### config.mk
export PLATFORM = sky130hd
export DESIGN_NAME = ul_uart_rx_batcher
export DESIGN_NICKNAME = d
export VERILOG_FILES = /design/src/rtl/ul_uart_rx_batcher.sv
export SDC_FILE = /design/constraint.sdc
export NUM_CORES = 1
export LEC_CHECK = 0
export ABC_CLOCK_PERIOD_IN_PS = 6000
export BUFFER_PORTS_ARGS = -buffer_cell sky130_fd_sc_hd__buf_2
export CAP_MARGIN = 20
export CORE_MARGIN = 5
export CORE_UTILIZATION = 57
export CTS_BUF_LIST = sky130_fd_sc_hd__clkbuf_8 sky130_fd_sc_hd__clkbuf_16
export CTS_CLUSTER_SIZE = 24
export DETAILED_ROUTE_END_ITERATION = 10
export HOLD_SLACK_MARGIN = 0.08
export MAX_ROUTING_LAYER = met4
export PLACE_DENSITY = 0.86
export SLEW_MARGIN = 10
export SYNTH_ARGS = -nofsm -noshare
export SYNTH_HDL_FRONTEND = slang
export SYNTH_SLANG_ARGS = --single-unit
### constraint.sdc
create_clock -name axis_clk -period 6 [get_ports axis_clk]
set_input_delay 0.9 -clock axis_clk [delete_from_list [all_inputs] [get_ports axis_clk]]
set_output_delay 0.9 -clock axis_clk [all_outputs]
set_load 0.02 [all_outputs]
### src/rtl/ul_uart_rx_batcher.sv
// UART RX batcher: pops bytes from the RX readback FIFO and packs them
// low-byte-first into 32-bit AXI-stream words. A word goes out when it holds
// 4 bytes, after an idle timeout, or on a software flush.
// Optional statistics counters: define UL_UART_RX_BATCH_STATS_EN.
module ul_uart_rx_batcher #(
  parameter int unsigned BITS_DATA      = 8,
  parameter int unsigned TIMEOUT_CYCLES = 130208,
  parameter int unsigned EMPTY_BIT      = 15
) (
  input  logic        axis_clk,
  input  logic        reset_n,
  input  logic        enable,
  input  logic        flush_req,
  input  logic [15:0] rx_rdata,
  input  logic        rx_rvalid,
  output logic        rx_rready,
  input  logic        rx_int_valid,
  output logic        rx_int_ready,
  output logic [31:0] out_tdata,
  output logic [3:0]  out_tkeep,
  output logic        out_tlast,
  output logic        out_tvalid,
  input  logic        out_tready,
  output logic        int_valid,
  input  logic        int_ready,
  output logic [15:0] stat_bytes,
  output logic [15:0] stat_timeouts
);

  localparam int unsigned TimerW = $clog2(TIMEOUT_CYCLES);
  localparam logic [TimerW-1:0] TimerMax = TimerW'(TIMEOUT_CYCLES - 1);

  typedef enum logic [1:0] {StIdle, StCapture, StSettle, StEmit} state_e;

  state_e            state_q, state_d;
  logic [2:0]        count_q, count_d;
  logic [31:0]       data_q, data_d;
  logic [TimerW-1:0] timer_q, timer_d;
  logic              last_q, last_d;
  logic              tocause_q, tocause_d;
  logic              flush_pend_q, flush_pend_d;
  logic              int_valid_q, int_valid_d;

  logic avail, flush_eff, timeout_hit, emit, hs;
  logic [3:0] keep;
  logic unused_rdata;

  assign avail       = rx_rvalid & ~rx_rdata[EMPTY_BIT];
  assign flush_eff   = flush_req | flush_pend_q;
  assign timeout_hit = (timer_q == TimerMax);
  assign emit        = (state_q == StEmit);
  assign hs          = emit & out_tready;
  // Only the byte lane and the empty flag matter here.
  assign unused_rdata = ^rx_rdata;

  // Next-state, word assembly, idle timer and pending-flush latch.
  always_comb begin
    state_d      = state_q;
    count_d      = count_q;
    data_d       = data_q;
    timer_d      = timer_q;
    last_d       = last_q;
    tocause_d    = tocause_q;
    flush_pend_d = flush_pend_q;
    unique case (state_q)
      StIdle: begin
        if (count_q != 3'd0 && !timeout_hit) timer_d = timer_q + TimerW'(1);
        if (enable && avail && count_q < 3'd4) begin
          state_d      = StCapture;
          // A flush seen while a capture wins is kept for the next idle cycle.
          flush_pend_d = flush_eff & (count_q != 3'd0);
        end else if (count_q != 3'd0 && (flush_eff || timeout_hit)) begin
          state_d      = StEmit;
          last_d       = 1'b1;
          tocause_d    = ~flush_eff;
          flush_pend_d = 1'b0;
        end else begin
          if (count_q == 3'd4) begin
            state_d   = StEmit;
            last_d    = 1'b0;
            tocause_d = 1'b0;
          end
          flush_pend_d = 1'b0;
        end
      end
      StCapture: begin
        data_d[{count_q[1:0], 3'b000} +: 8] = rx_rdata[BITS_DATA-1:0];
        count_d      = count_q + 3'd1;
        timer_d      = '0;
        flush_pend_d = flush_pend_q | flush_req;
        state_d      = StSettle;
      end
      StSettle: begin
        flush_pend_d = flush_pend_q | flush_req;
        if (count_q == 3'd4) begin
          state_d   = StEmit;
          last_d    = 1'b0;
          tocause_d = 1'b0;
        end else if (enable && avail) begin
          state_d = StCapture;
        end else begin
          state_d = StIdle;
        end
      end
      StEmit: begin
        if (out_tready) begin
          count_d = 3'd0;
          data_d  = '0;
          timer_d = '0;
          state_d = StIdle;
        end
      end
      default: state_d = StIdle;
    endcase
  end

  // Host interrupt: set on a burst-ending handshake, set wins over clear.
  always_comb begin
    int_valid_d = int_valid_q & ~int_ready;
    if (hs && last_q) int_valid_d = 1'b1;
  end

  // Byte enables from the number of filled lanes.
  always_comb begin
    keep = 4'b0000;
    unique case (count_q)
      3'd1:    keep = 4'b0001;
      3'd2:    keep = 4'b0011;
      3'd3:    keep = 4'b0111;
      3'd4:    keep = 4'b1111;
      default: keep = 4'b0000;
    endcase
  end

  // State registers.
  always_ff @(posedge axis_clk or negedge reset_n) begin
    if (!reset_n) begin
      state_q      <= StIdle;
      count_q      <= 3'd0;
      data_q       <= '0;
      timer_q      <= '0;
      last_q       <= 1'b0;
      tocause_q    <= 1'b0;
      flush_pend_q <= 1'b0;
      int_valid_q  <= 1'b0;
    end else begin
      state_q      <= state_d;
      count_q      <= count_d;
      data_q       <= data_d;
      timer_q      <= timer_d;
      last_q       <= last_d;
      tocause_q    <= tocause_d;
      flush_pend_q <= flush_pend_d;
      int_valid_q  <= int_valid_d;
    end
  end

  assign rx_rready    = (state_q == StCapture);
  assign rx_int_ready = rx_int_valid & (state_q == StIdle);
  assign out_tvalid   = emit;
  assign out_tdata    = emit ? data_q : 32'h0;
  assign out_tkeep    = emit ? keep : 4'b0000;
  assign out_tlast    = emit & last_q;
  assign int_valid    = int_valid_q;

`ifdef UL_UART_RX_BATCH_STATS_EN
  logic [15:0] stat_bytes_q, stat_bytes_d, stat_to_q, stat_to_d;

  // Byte counter wraps; timeout counter saturates.
  always_comb begin
    stat_bytes_d = stat_bytes_q;
    stat_to_d    = stat_to_q;
    if (state_q == StCapture) stat_bytes_d = stat_bytes_q + 16'd1;
    if (hs && last_q && tocause_q && stat_to_q != 16'hFFFF) stat_to_d = stat_to_q + 16'd1;
  end

  // Statistics registers.
  always_ff @(posedge axis_clk or negedge reset_n) begin
    if (!reset_n) begin
      stat_bytes_q <= 16'd0;
      stat_to_q    <= 16'd0;
    end else begin
      stat_bytes_q <= stat_bytes_d;
      stat_to_q    <= stat_to_d;
    end
  end

  assign stat_bytes    = stat_bytes_q;
  assign stat_timeouts = stat_to_q;
`else
  assign stat_bytes    = 16'd0;
  assign stat_timeouts = 16'd0;
`endif

endmodule
### Yosys cells after proc, flatten, opt, wreduce, memory -nomap -nowiden

Index checks and enable logic that the tools add are counted.

* add/subtract/negate cells: 3
* reductions and logical operators: 18
* bitwise gates (word level): 9
* shift-type cells: 2
* multipliers: 0
* muxes and demuxes: 25
* div/mod/pow operators: 0
* equality and inequality tests: 12
* $lt $le $gt $ge: 1

Operators by type and width (number)
* 32-bit 2-to-1 mux: 2
* 32-bit case mux with 2 select lines: 1
* 17-bit case mux with 3 select lines: 1
* 17-bit 2-to-1 mux: 2
* 32-bit bitwise mux: 1
* 8-bit by 7-bit variable shift with 32-bit output (first input constant): 1
* 8-bit by 7-bit indexed part select with 32-bit output: 1
* 17-bit by 1-bit adder with 17-bit output (second input constant): 1
* 17-bit equality test (second input constant): 1
* 4-bit case mux with 4 select lines: 1
* 2-bit 2-to-1 mux: 5
* 2-bit case mux with 4 select lines: 1
* 5-bit negator with 7-bit output: 1
* 1-bit bitwise AND: 6
* 3-bit by 2-bit equality test with 1-bit output (second input constant): 2
* 1-bit 2-to-1 mux: 6
* 2-bit inequality test (second input constant): 3
* 3-bit case mux with 2 select lines: 1
* 2-bit AND reduction: 3
* 2-bit nonzero test: 3
* 3-bit nonzero test: 2
* 1-bit logical AND: 5
* 2-bit equality test (second input constant): 2
* 4-bit 2-to-1 mux: 1
* other kinds (15): 17

* input bits: 24
* word-level logic and storage cells: 77
* memory bits (writable): 0
* memory bits (read-only): 0
* memories: 0
* flip-flop bits (word level): 57
* output and inout port bits: 73
* latch bits: 0

### Longest topological paths before layout

Gate-level depths: netlist of run 1.

* depth after elaboration: 6
* gate-level depth with buffers: 9
* gate-level depth less buffers: 7

### Worst setup path before layout of run 1

Ideal clock, no wire load.

* path kind: register to output
* start: reg state_q[0]
* end: out out_tkeep[0]
* cell stages (with the launch flop): 6
* buffers on the path: 1
* data arrival time: 2.091 ns
* slack: 3.009 ns
* data required time: 5.100 ns
* path through: dfrtp_1 -> ha_1 -> buf_2 -> a21boi_0 -> a21o_1 -> a21o_1

* word-level cells in the longest chain between the ends: 2

RTL lines
* from (decl): RTL line 35 `state_e state_q, state_d;`
* from (signal assigned): RTL line 138 `state_q <= StIdle;`
* from (signal assigned): RTL line 147 `state_q <= state_d;`
* 2-bit equality test: RTL line 51 `assign emit = (state_q == StEmit);`
* named net out_tvalid: RTL line 22 `output logic out_tvalid,`
* 4-bit 2-to-1 mux: RTL line 162 `assign out_tkeep = emit ? keep : 4'b0000;`
* to (decl): RTL line 20 `output logic [3:0] out_tkeep,`

The timed path passes the listed nets, and every way through them passes these cells.

### Worst setup path after layout of run 1

* start: reg state_q[0]
* end: out out_tdata[16]

* word-level cells in the longest chain between the ends: 2

RTL lines
* 2-bit equality test: RTL line 51
* 32-bit 2-to-1 mux: RTL line 161 `assign out_tdata = emit ? data_q : 32'h0;`
* to (decl): RTL line 19 `output logic [31:0] out_tdata,`

Every way passes these cells.

==> results summary, run 1 <==
The post-CTS setup-driven buffer insertion count came out at 0. The effective utilization at floorplan is 0.5859. In this run the worst path has a maximum fanout of 33. Summed over all nets, wire length on met3 after detailed routing comes to just over 500 um. The kind of start point of the critical path is a register. The worst hold path belongs to the class register to register. The quantity of I/O buffers inserted on ports is 57.

The critical path goes through ha_1 > buf_4 > and2_1 > buf_2. The number of antenna violations at the first check in global routing came out at 0. The average wire per standard cell came out at around 16 um. The largest total area in the synthesized netlist belongs to dfrtp_1.

After the last flow step, the layout net total stands at between 400 and 500. After the first detailed-routing iteration, the DRC count stood at between 200 and 250. The remaining antenna violation count is 0. The fmax came out at 323.8 MHz. The ratio of total power to cell area came out at ~410 nW/um^2. The worst slew margin relative to its limit is 0.3066. The via count of the first global-routing pass is about 2,700. The die is 87.78 um tall. The detailed-route wire length on metal 1 is between 3000 and 4000 um. The maximum VDD drop came out at about 300 uV.

The placement row count came out at 28. The post-synthesis async set-or-reset flop share is 1.000. Summed over all cells, the static leakage comes to approximately 1.9 nW.

The first TritonRoute pass finished after 4 iterations. In this run the top signal layer used is met4. The first-pass GRT wire length came out at 13,650 um. Counting the fill cells in the layout gives 470. The number of vias per cell is 5.669. The portion of synthesized cell area occupied by the leading cell type is 0.4136. The worst path setup slack after routing came out at 2.911 ns. The max capacitance violation total came out at 0. The fraction of final layout cells with drive strength greater than 1 is 0.2037. The average instance in the mapped netlist occupies about 9.4 sq um.

The total power is 0.001593 W. Yosys attributes the largest share of cell area to dfrtp_1 (41%), buf_4 (7.4%), and2_1 (6.5%). The reg2reg setup slack came out at around 3.0 ns. Setup violations remaining at the end of the flow were counted as 0. For this run, the slowest stage of the critical path takes around 0.61 ns. The worst slack at placement came out at about 3.0 ns. The startpoint identified for the worst register-to-register timing path is state_q[0]$_DFFE_PN0P_.

Setup repair after global routing left no endpoint under its margin. The number of gates resized after CTS was 0. The remaining routing DRC violations is 0.

For this design, the slowest cell found on the critical path is ha_1. The total met2 wirelength after detailed routing is 4115 um. The detailed placement HPWL is ~5700 um. The detailed-route wire length came out at roughly 8000 um. The gate count of the mapped netlist came out at between 300 and 400. The count of warnings emitted by yosys is 0. The count of endpoints failing hold in the final timing report was 0. The clock transition at the registers of the reported paths came out at roughly 0.07 ns. In this run, synthesis produced a sequential element count of 57. The number of synthesized flops with an enable pin came out at 0. Relative to the synthesized area, the layout overhead comes to 11.50%.

The sequential share of the synthesized area came out at 0.4136. In the global route stage, overall resource usage came out at 0.2337. The total inserted antenna cells came out at 0. The minimum clock period after layout came out at 3.089 ns. CTS placed an instance of clkbuf_8 at the clock tree root.

The area of the die came out at approximately 7700 sq um. The nature of the critical path endpoint is a primary output. The flow ran to the end, and the final reports show no timing, DRC or antenna violations. The cell area that synthesis handed to floorplanning was approximately 3400 sq um. The cts-stage hold buffer count came out at 0. The worst setup path is of the register to primary output kind. The clock latency at the later pin of the worst-skew pair came out at ~0.35 ns. The worst hold path begins at data_q[4]$_DFFE_PN0P_.

STA puts the critical path data required time at just over 5 ns. The global route total overflow is 0. TritonCTS built the clock tree.

The commonest cells after synthesis are dfrtp_1 (57), and2_1 (36), nand2_1 (35). The final worst clock skew came out at around 0.0070 ns. The maximum number of pins on one net before global-route repair came out at 58. The weighted congestion at the end of routability-driven global placement is approximately 0.86.

The number of top-level design ports came out at between 90 and 100. The floorplan die width is 87.78 um. The number of buffers created by CTS is 9. The final max-slew violation count came to 0. Counting along the longest clock path gives a buffer depth of 2.

The total negative setup slack came out at 0 ns. The distinct cell type count after synthesis is 52. The total number of vias came out at around 2,800. The data arrival time of the critical path is about 2.2 ns. Counting every sink on the clock net gives 57. The prevailing post-synth register cell is dfrtp_1. The fraction of the cycle the final worst path needs is 0.5148. The H-tree depth reported by CTS is 3. The area of the core region is between 5000 and 6000 sq um. Among all cell types in the netlist, the one instantiated most often is dfrtp_1. The start point of the critical path is state_q[0]$_DFFE_PN0P_. The transition time of the tightest slew-check pin came out at 1.040 ns.
[cell type report]
| class | count | area (sq um) | area share |
|---|---|---|---|
| Inverter | 8 | 30.03 | 0.007810 |
| Clock buffer | 10 | 137.6 | 0.03580 |
| Sequential cell | 57 | 1426 | 0.3710 |
| Multi-Input combinational cell | 286 | 1797 | 0.4673 |
| Timing Repair Buffer | 60 | 310.3 | 0.08070 |
| Clock inverter | 6 | 50.05 | 0.01302 |
| Tap cell | 75 | 93.84 | 0.02441 |
[where the power goes]
group	switching [W]	leakage [nW]	total, W	internal [W]
clock network	0.000177	0.0895	0.000342	0.000165
logic	0.000458	1.05	0.000695	0.000237
registers	0.0000798	0.778	0.000556	0.000476
[stage by stage]
stage            util  hold WS [ns]  area (sq um)  cells
3_5_place_dp   0.6214        0.4642          3657    486
5_1_grt        0.6533        0.4975          3845    502
2_1_floorplan       -        0.4424          3565    397
4_1_cts        0.6533        0.4811          3845    502
3_3_place_gp   0.6197        0.4553          3647    485
6_report       0.6533        0.4777          3845    502
[layout by cell type, fill, tap and decap left out, types with 3 or more instances in the layout]
cell type,synthesis,final
buf_2,3,57
nand2b_1,4,4
or4_1,4,4
a22o_1,25,25
o21ai_0,15,15
nand3_1,16,16
nor2_1,20,20
a21o_1,3,3
nor3_1,4,4
inv_1,8,8
a21oi_1,7,7
nand2_1,35,35
and3_1,3,3
a21boi_0,3,3
clkbuf_8,0,10
ha_1,12,12
a31oi_1,3,3
or2_1,3,3
o31ai_1,9,9
dfrtp_1,57,57
and2_1,36,36
nor2b_1,6,6
o22ai_1,3,3
nor4_1,5,5
conb_1,1,32
nand4_1,3,3
xor2_1,3,3
[cells by family after synthesis]
group                      share of synthesized area
adders and majority gates                    0.04354
other                                       0.001087
buffers and inverters                        0.09905
DFF                                           0.4136
and+or+nand+nor                               0.2486
AOI/OAI and AO/OA                             0.1782
muxes                                       0.005806
xor gates and xnor gates                     0.01016
[path summary, 6_finish.rpt]
kind,endpoint,cells past startpoint
max,out_tdata[16],4
min,data_q[4]$_DFFE_PN0P_,2
max reg2reg,timer_q[9]$_DFFE_PN0P_,7
min reg2reg,data_q[4]$_DFFE_PN0P_,2
max in group asynchronous,data_q[2]$_DFFE_PN0P_,2
min in group asynchronous,timer_q[6]$_DFFE_PN0P_,2
[critical path, delay by kind of cell (launching register included)]
family,cells,cell delay (ns)
adders and majority gates,1,0.61
buffers and inverters,2,0.58
DFF,1,0.45
and+or+nand+nor,1,0.20
[flip-flops by register name, indices dropped and copies added, names as in the netlist]
signal        cells
data_q           32
timer_q          17
count_q           3
state_q           2
flush_pend_q      1
int_valid         1
last_q            1
[routing by layer]
layer | up-vias | global-route usage
li1 | 1353 | -
met3 | 16 | 0.03481
met1 | 1366 | 0.3143
met2 | 111 | 0.3575
met5 | - | -
met4 | 0 | 0.08926
No activity file was read; power rests on OpenSTA's default activity.
==> run 2: changes to the inputs <==
- ABC_CLOCK_PERIOD_IN_PS: 6000 -> 2900
- CORE_UTILIZATION: 57 -> 53
- PLACE_DENSITY: 0.86 -> 0.81
- clock period: 6 -> 2.9 ns (I/O delays scaled with it)
==> results summary, run 2 (synthesis results as in run 1) <==
The critical path in this run is classified as register to primary output. The first-pass GRT wire length is roughly 14,000 um. The worst slew margin relative to its limit came out at 0.3400. The tightest min-delay check is of the input pin to async pin type. Setup repair after global routing left no endpoint under its margin.

The max capacitance violation total is 0. The remaining antenna violation count came out at 0. The floorplan step set the die height to a little over 90 um. The remaining routing DRC violations is 0. The endpoint of the lowest-slack register-to-register path is timer_q[4]$_DFFE_PN0P_. Ranked by flip-flop count, first place goes to data_q. The maximum VDD drop is approximately 560 uV. The sink count of the clock tree is 57.

Wire segments on met2 add up to ~4000 um in the final route. Once the clock tree was built, the resizer swapped 0 gates to a different size. The floorplan die width came out at around 91 um. The total inserted antenna cells came out at 0.

The root buffer cell chosen for the clock tree is clkbuf_8. The final setup violation count came out at 0. The flow ran to the end, and the final reports show no timing, DRC or antenna violations. The first-pass iteration count of the detailed router is 4. The TritonCTS clock tree is yes.

The via count of the first global-routing pass came to around 2,900. For this run, the top clock speed supported by timing is between 300 and 400 MHz. The weighted congestion at the end of routability-driven global placement is roughly 0.9.

The fraction of the cycle the final worst path needs came out at 0.9239. The detailed placement HPWL came out at approximately 5700 um. At the pin with the least slew margin, the transition time is 0.9900 ns. In the final layout, the registers with the most flip-flops are data_q x32, timer_q x17, count_q x3.

Buffers inserted during clock tree synthesis total 9. The number of top-level design ports came out at 97. The final max-slew violation count came out at 0. Global routing finished with a remaining overflow of 0.

The number of antenna violations at the first check in global routing is 0. The detailed-route wire length on metal 1 is 3487 um. STA classifies the critical path endpoint as a primary output. The number of vias per cell came out at about 5.6. Among all stages on the critical path, the largest delay is contributed by dfrtp_1. The total global-route track usage is 0.2061. The post-CTS setup-driven buffer insertion count came out at 0. In this run the static leakage power is roughly 2 nW. Counting along the longest clock path gives a buffer depth of 2.

The multi-input gate area in the final layout came out at about 1800 sq um. For this design the ratio of total power to cell area is 861.4 nW/um^2. The reg2reg setup slack is roughly 0.41 ns. The total number of vias is 2,830. The clock latency at the later pin of the worst-skew pair is around 0.35 ns. The average wire per standard cell is 15.94 um. The detailed router used layers up to and including met4. The length of routed met3 wiring came out at between 400 and 500 um. For this configuration, the core starts out at a cell density of 0.5431. Entering global routing, the biggest net connects a little under 60 pins.

Of all nets on the critical path, the largest fanout is 9. The worst register-to-register path begins at state_q[1]$_DFFE_PN0P_. Once layout is complete, the utilization of the core stands at 0.6124. The worst path required time is around 2.5 ns. The total negative setup slack is 0 ns. The clock transition at the registers of the reported paths came out at about 0.07 ns. The cts-stage hold buffer count is 0. Walking the worst path, the cells encountered are inv_1 > ha_1 > nand2_1 > a21boi_0 > a21o_1 > a21o_1 > buf_2. The minimum clock period after layout is 2.679 ns. The number of fillers in the final layout is about 560. The worst register-to-register path has a depth of 7. Among the stages of the critical path, the cell type that occurs most often is a21o_1. The detailed-route wire length came out at slightly above 8000 um. The fraction of final layout cells with drive strength greater than 1 is 0.2070. The net total in the final layout came out at between 400 and 500. The area of the die is 8219 sq um. The area growth from synthesis to layout came out at 12.77%.

The area of the core region came out at about 6300 sq um. The count of endpoints failing hold in the final timing report was 0. The flip-flop and latch area is ~1400 sq um. The H-tree depth reported by CTS is 3.

Buffers placed on the I/O ports in this run total 57. STA classifies the critical path startpoint as a register. On the final layout, the worst clock skew is about 0.0095 ns. Data arrives at the worst endpoint at about 2.2 ns.

The maximum single-stage delay on the critical path came out at slightly below 0.5 ns. In the layout the commonest cells are dfrtp_1 (57), buf_2 (57), and2_1 (36). The register with the most flip-flops in the layout has 32 of them. The floorplan has 29 rows. The iteration-0 DRC count of the detailed router came out at 162.
-- run 2: cell types whose count changed in the layout (fill, tap and decap cells not counted), sizes merged --
| cell | before | now |
|---|---|---|
| inv | 10 | 9 |
| clkdlybuf4s18 | 1 | 0 |
| buf | 59 | 63 |
| bufinv | 0 | 1 |
-- run 2: final cells by class --
class | instances | area share
Sequential cell | 57 | 0.3668
Clock inverter | 6 | 0.01512
Tap cell | 77 | 0.02477
Inverter | 8 | 0.007722
Multi-Input combinational cell | 286 | 0.4620
Timing Repair Buffer | 63 | 0.08816
Clock buffer | 10 | 0.03539
-- run 2: critical path: cells and delay by family (launching register included) --
| kind | cells | cell delay, ns |
|---|---|---|
| AND/OR/NAND/NOR | 1 | 0.19 |
| flip-flops | 1 | 0.49 |
| AO/OA/AOI/OAI | 3 | 0.53 |
| buffers and inverters | 2 | 0.31 |
| adder cells (fa/ha/maj) | 1 | 0.39 |
-- run 2: where the power goes --
part,switching [W],internal (W),total (W)
clock,0.000341,0.000413,0.000755
combinational,0.000935,0.000511,0.00145
sequential,0.000163,0.000986,0.00115
total,0.00144,0.00191,0.00335
-- run 2: how the worst max path moves through the flow --
stage                                      start                      to  slack [ns]
after floorplan           state_q[0]$_DFFE_PN0P_            out_tkeep[0]        0.37
final                     count_q[0]$_DFFE_PN0P_            out_tkeep[0]        0.22
after global routing      count_q[0]$_DFFE_PN0P_            out_tkeep[0]        0.10
after detailed placement  state_q[1]$_DFFE_PN0P_  timer_q[9]$_DFFE_PN0P_        0.45
after global placement    state_q[1]$_DFFE_PN0P_  timer_q[4]$_DFFE_PN0P_        0.51
after CTS                 count_q[0]$_DFFE_PN0P_            out_tkeep[0]        0.28
-- run 2: through the flow --
step | instances | worst slack, ns | hold slack [ns] | instance area, sq um | total power, W
after detailed placement | 491 | 0.4515 | 0.4664 | 3692 | 0.002593
after global routing | 507 | 0.1041 | 0.2905 | 3889 | 0.003593
after floorplan | 397 | 0.3736 | 0.1394 | 3565 | 0.002246
final | 507 | 0.2205 | 0.2212 | 3889 | 0.003350
after global placement | 491 | 0.5062 | 0.4573 | 3692 | 0.002546
after CTS | 507 | 0.2773 | 0.2624 | 3889 | 0.003357
-- run 2: per-layer routing --
| layer | track usage | up-vias |
|---|---|---|
| met5 | - | - |
| met4 | 0.07940 | 0 |
| met3 | 0.04417 | 15 |
| met2 | 0.3341 | 83 |
| met1 | 0.2512 | 1377 |
| li1 | - | 1355 |
